## config.mk

```make
export PLATFORM = sky130hd
export DESIGN_NAME = uart_bus_fsm
export DESIGN_NICKNAME = d
export VERILOG_FILES = /design/src/rtl/uart_bus_fsm.sv
export SDC_FILE = /design/constraint.sdc
export NUM_CORES = 1
export LEC_CHECK = 0
export ABC_AREA = 1
export CORE_MARGIN = 2
export CORE_UTILIZATION = 40
export DETAILED_ROUTE_END_ITERATION = 6
export GPL_ROUTABILITY_DRIVEN = 0
export PLACE_DENSITY = 0.66
export SYNTH_ARGS = -nofsm -noshare
export SYNTH_HDL_FRONTEND = slang
export SYNTH_SLANG_ARGS = --single-unit
```

## constraint.sdc

```tcl
create_clock -name clock -period 1.3 [get_ports clock]
set_input_delay 0.26 -clock clock [delete_from_list [all_inputs] [get_ports clock]]
set_output_delay 0.26 -clock clock [all_outputs]
set_load 0.05 [all_outputs]
```

## src/rtl/uart_bus_fsm.sv

```systemverilog
// Bus-side access sequencer for the UART: register-bank strobes, FIFO push/pop, ack.
// Optional Wait timeout enabled by defining UART_BUS_FSM_TIMEOUT_EN.
module uart_bus_fsm #(
  parameter int ADDR_WIDTH     = 3,
  parameter int TXDATA_ADDR    = 0,
  parameter int RXDATA_ADDR    = 1,
  parameter int TIMEOUT_CYCLES = 1024
) (
  input  logic                  clock,
  input  logic                  reset,
  input  logic                  rd_en,
  input  logic                  wr_en,
  input  logic [ADDR_WIDTH-1:0] addr,
  input  logic                  tx_fifo_full,
  input  logic                  rx_fifo_empty,
  output logic                  op,
  output logic                  ack,
  output logic                  err,
  output logic                  bank_rd_en,
  output logic                  bank_wr_en,
  output logic                  rxdata_wr_en,
  output logic                  tx_fifo_wr_en,
  output logic                  rx_fifo_rd_en,
  output logic [2:0]            present_state_db
);

  localparam logic [ADDR_WIDTH-1:0] TX_A = ADDR_WIDTH'(TXDATA_ADDR);
  localparam logic [ADDR_WIDTH-1:0] RX_A = ADDR_WIDTH'(RXDATA_ADDR);

  typedef enum logic [2:0] {
    S_IDLE  = 3'd0,
    S_READ  = 3'd1,
    S_WRITE = 3'd2,
    S_WAIT  = 3'd3,
    S_ENDOP = 3'd4,
    S_FINAL = 3'd5
  } state_t;

  state_t                  state, next_state;
  logic [ADDR_WIDTH-1:0]   addr_q;
  logic                    dir_q;      // 1 = write access
  logic                    blocked;
  logic                    abort;

`ifdef UART_BUS_FSM_TIMEOUT_EN
  localparam int CNT_W = $clog2(TIMEOUT_CYCLES + 1);
  logic [CNT_W-1:0] wait_cnt;
`endif

  assign blocked = dir_q ? tx_fifo_full : rx_fifo_empty;

  always_comb begin
    next_state = S_IDLE;
    abort      = 1'b0;
    case (state)
      S_IDLE: begin
        if (rd_en)      next_state = S_READ;
        else if (wr_en) next_state = S_WRITE;
        else            next_state = S_IDLE;
      end
      S_READ: begin
        if (addr_q != RX_A)    next_state = S_FINAL;
        else if (rx_fifo_empty) next_state = S_WAIT;
        else                   next_state = S_ENDOP;
      end
      S_WRITE: begin
        if (addr_q != TX_A)   next_state = S_FINAL;
        else if (tx_fifo_full) next_state = S_WAIT;
        else                  next_state = S_ENDOP;
      end
      S_WAIT: begin
        // A condition that clears on the expiry cycle still completes normally.
        if (!blocked) next_state = S_ENDOP;
`ifdef UART_BUS_FSM_TIMEOUT_EN
        else if (wait_cnt == CNT_W'(TIMEOUT_CYCLES - 1)) begin
          next_state = S_FINAL;
          abort      = 1'b1;
        end
`endif
        else next_state = S_WAIT;
      end
      S_ENDOP: next_state = S_FINAL;
      S_FINAL: next_state = S_IDLE;
      default: next_state = S_IDLE;
    endcase
  end

  always_ff @(posedge clock or negedge reset) begin
    if (!reset) begin
      state         <= S_IDLE;
      addr_q        <= '0;
      dir_q         <= 1'b0;
      op            <= 1'b0;
      ack           <= 1'b0;
      err           <= 1'b0;
      bank_rd_en    <= 1'b0;
      bank_wr_en    <= 1'b0;
      rxdata_wr_en  <= 1'b0;
      tx_fifo_wr_en <= 1'b0;
      rx_fifo_rd_en <= 1'b0;
    end else begin
      state <= next_state;
      if (state == S_IDLE && (rd_en || wr_en)) begin
        addr_q <= addr;
        dir_q  <= ~rd_en;
      end
      // Outputs decode next_state so they line up with the state they describe.
      op            <= (next_state == S_READ) || (next_state == S_WRITE) ||
                       (next_state == S_WAIT) || (next_state == S_ENDOP);
      ack           <= (next_state == S_FINAL);
      err           <= abort;
      bank_rd_en    <= (next_state == S_READ);
      bank_wr_en    <= (next_state == S_WRITE);
      rxdata_wr_en  <= (next_state == S_ENDOP) && !dir_q;
      rx_fifo_rd_en <= (next_state == S_ENDOP) && !dir_q;
      tx_fifo_wr_en <= (next_state == S_ENDOP) &&  dir_q;
    end
  end

`ifdef UART_BUS_FSM_TIMEOUT_EN
  always_ff @(posedge clock or negedge reset) begin
    if (!reset)                wait_cnt <= '0;
    else if (state == S_WAIT)  wait_cnt <= wait_cnt + 1'b1;
    else if (state == S_FINAL) wait_cnt <= '0;
  end
`endif

  assign present_state_db = state;

endmodule

```

==> Flow_metrics.wiki <==
{| class="wikitable"
! Metric !! Value
|-
| Fraction of layout cells with a size suffix above 1 || 40.17%
|-
| Clock tree from TritonCTS || done
|-
| Fin crit share || 104.5%
|-
| Die width || about 45 um
|-
| Maximum clock frequency || around 740 MHz
|-
| WP data required || about 1500 ps
|-
| Placement row count || 14
|-
| Min Clock Period, post-route || between 1000 and 1500 ps
|-
| Total power after layout || roughly 0.003 W
|-
| Clock insertion delay at the later pin of the skew report || roughly 290 ps
|-
| Number of top-level pins || 20
|-
| Pins over their slew limit || 0
|-
| Die outline height || between 40 and 50 um
|-
| Result of the run || complete, but fails checks
|-
| Initial standard-cell utilization of the core || approximately 44%
|-
| Sinks on Clock Net || 13
|-
| Number of nets in the layout || approximately 130
|-
| Placed wire-length estimate after detailed placement || between 1 and 1.5 mm
|-
| Average wire per cell in the routed design || 12.85 um
|-
| Launch point of the worst reg-to-reg path || present_state_db[0]
|-
| Remaining global-route overflow || 0
|-
| Setup slack at placement || -223.1 ps
|-
| Final setup fails || 9
|-
| Seq/Total Area, Yosys || 48.33%
|-
| Via-per-instance ratio || between 4 and 5
|-
| Routed wire length || about 1.7 mm
|-
| Max clock buf depth || 2
|-
| Synth Register Bits || 13
|-
| Data arrival time of the worst path || 1540 ps
|-
| Syn_area_per_cell || ~7.7 um2
|-
| Total CTS buffers || 3
|-
| Pin count of the biggest net entering global routing || 14
|-
| Antenna cell count || 0
|-
| Kind of critical path || register to register
|-
| Critical path launch point type || register
|-
| Post-layout instance area || between 1000 and 1500 um2
|-
| Number of unique standard cell types used by synthesis || 17
|-
| Total of hold buffers inserted after clock tree synthesis || 0
|-
| Wire length of the first global-routing pass || ~2.4 mm
|-
| Input/output buffers || 18
|-
| Violations in the final reports || setup timing
|-
| Total number of yosys warnings || 0
|-
| Vias || between 600 and 700
|-
| Remaining antenna violation count || 0
|-
| Drt first-iter violations || 9
|-
| Core Box Area || 1541 um2
|-
| Initial antenna violation count || 0
|-
| Pwr Density || about 2600 nW/um2
|-
| H-tree lvl count || 1
|-
| Largest driver fanout on the critical path || 6
|-
| Max-Cap Viols || 0
|-
| Post-Route Utilization || ~73%
|-
| Total track usage || between 10% and 20%
|-
| Count of cells along the worst register-to-register path || 9
|-
| DRC violations left || 0
|-
| Placed Area || ~1000 um2
|-
| DR pass1 iterations || 4
|-
| Synthesized instance count || 87
|-
| Peak supply drop || 1.341 mV
|-
| Clock tree root driver cell || clkbuf_4
|-
| Vias in the first global route || 563
|-
| Reported leakage power || about 0.57 nW
|-
| Worst setup skew after layout || ~2.8 ps
|-
| Die ar. || a little over 2000 um2
|-
| Setup crit end kind || register
|-
| Area grow syn2layout || 67.47%
|-
| Synthesized area || around 670 um2
|-
| Endpoint of the most critical register-to-register path || op
|-
| Unrepaired setup endpoints after global routing || yes
|-
| Worst min path class || input port to asynchronous set/reset pin
|-
| Synth Net Count || 96
|-
| Flop2flop setup slack || -60 ps
|-
| Clock-pin slew on the worst setup and hold paths || ~80 ps
|-
| Number of hold-slack violations in the final timing report || 0
|-
| Worst setup margin || -58.06 ps
|}
[synth_stat cells]
library cell	number	area, um2
buf_4	2	15.01
inv_2	1	3.750
o21ai_0	2	10.01
dfrtp_1	13	325.3
conb_1	1	3.750
nor3_1	1	5.000
clkinv_1	1	3.750
inv_1	15	56.30
nand3b_1	1	7.510
nand2_1	21	78.83
nand3_1	6	30.03
o21ai_1	2	10.01
nor3_2	2	20.02
nor2_4	2	22.52
nor2_2	2	12.51
nand3_2	2	20.02
nor2_1	13	48.80
[state kept, by name, summed over array words and instances, names as in the netlist]
signal / flops
ack: 1
addr_q: 3
bank_rd_en: 1
bank_wr_en: 1
dir_q: 1
op: 1
present_state_db: 3
rx_fifo_rd_en: 1
tx_fifo_wr_en: 1
[worst max-delay path, cell delays in order (launching register included)]
cell and delay (ps):
dfrtp_2 480, nor2_4 140, buf_4 130, nand3_4 70, nand2_1 80, clkinv_1 70
nand2_2 80, nor2_4 50, nand3_2 90, nand2_1 60
[layer usage]
layer  part of all wire [%]  global-route usage (%)  routed length [um]  vias up
met1                     42                   20.92                 711      307
met4                    3.3                   15.88                  56        0
met3                    5.3                   2.400                  91        4
met2                     50                   26.86                 849       24
met5                      0                       0                   0        -
li1                       -                       -                   -      319
[through the flow]
step / instances / hold WS [ps] / setup TNS (ps)
floorplan: 87 / -35.59 / 0
global placement: 127 / 463.3 / -1542
detailed placement: 127 / 443.3 / -1729
CTS: 132 / 284.3 / 0
global route: 133 / 297.8 / -989.7
finish: 133 / 276.0 / -246.7
[cell usage in the layout (no fill, tap or decap)]
cell | Yosys | routed
inv_2 | 1 | 3
clkbuf_4 | 0 | 3
o21ai_0 | 2 | 2
nand3b_1 | 1 | 1
dfrtp_1 | 13 | 10
buf_4 | 2 | 8
nand2_2 | 0 | 3
nor3_2 | 2 | 2
inv_1 | 15 | 13
buf_12 | 0 | 10
nor3_4 | 0 | 1
nand3_2 | 2 | 3
nor2_2 | 2 | 4
clkbuf_1 | 0 | 1
buf_6 | 0 | 2
nor2_4 | 2 | 4
nand3_1 | 6 | 4
nand2_1 | 21 | 18
nor2_1 | 13 | 9
o21ai_1 | 2 | 2
dfrtp_2 | 0 | 3
conb_1 | 1 | 1
clkdlybuf4s50_1 | 0 | 8
clkinv_1 | 1 | 1
nand3_4 | 0 | 1
[power breakdown]
group          total, W  leakage (nW)  internal (W)  switching (W)
clock          0.000261        0.0150      0.000119       0.000142
sequential     0.000827         0.163      0.000584       0.000243
combinational   0.00188         0.388      0.000862        0.00102
[layout make-up]
class | instances | area (um2)
fill | 110 | 414.1
timing repair buffer | 28 | 362.8
multi-input combinational | 55 | 325.3
clock buffer | 4 | 26.28
sequential | 13 | 329.1
tap | 16 | 20.02
inverter | 17 | 63.81
[worst max path at each step]
| stage | startpoint | to | slack, ps | depth (start not counted) |
|---|---|---|---|---|
| floorplan | present_state_db[1] | addr_q[0] | 1 | 9 |
| global placement | rx_fifo_empty | op | -200 | 8 |
| detailed placement | rx_fifo_empty | op | -220 | 8 |
| CTS | present_state_db[1] | op | 4 | 9 |
| global route | present_state_db[0] | op | -160 | 9 |
| finish | present_state_db[0] | op | -60 | 9 |
[repair_timing]
| item | CTS | global route |
|---|---|---|
| endpoints found under the setup margin | 3 | 11 |
| hold endpoints to repair | 0 | 0 |
| cloned | 0 | 0 |
| pin swaps | 0 | 9 |
| buffers inserted | 1 | 1 |
| resized for setup | 3 | 15 |
[kinds of logic after synthesis]
logic type	Yosys count	share of synthesized area, %
AND/OR/NAND/NOR	50	36.43
buffers and inverters	19	11.71
flip-flops	13	48.33
AO/OA/AOI/OAI	4	2.974
other	1	0.5571
Power figures use the tool's default switching activity.
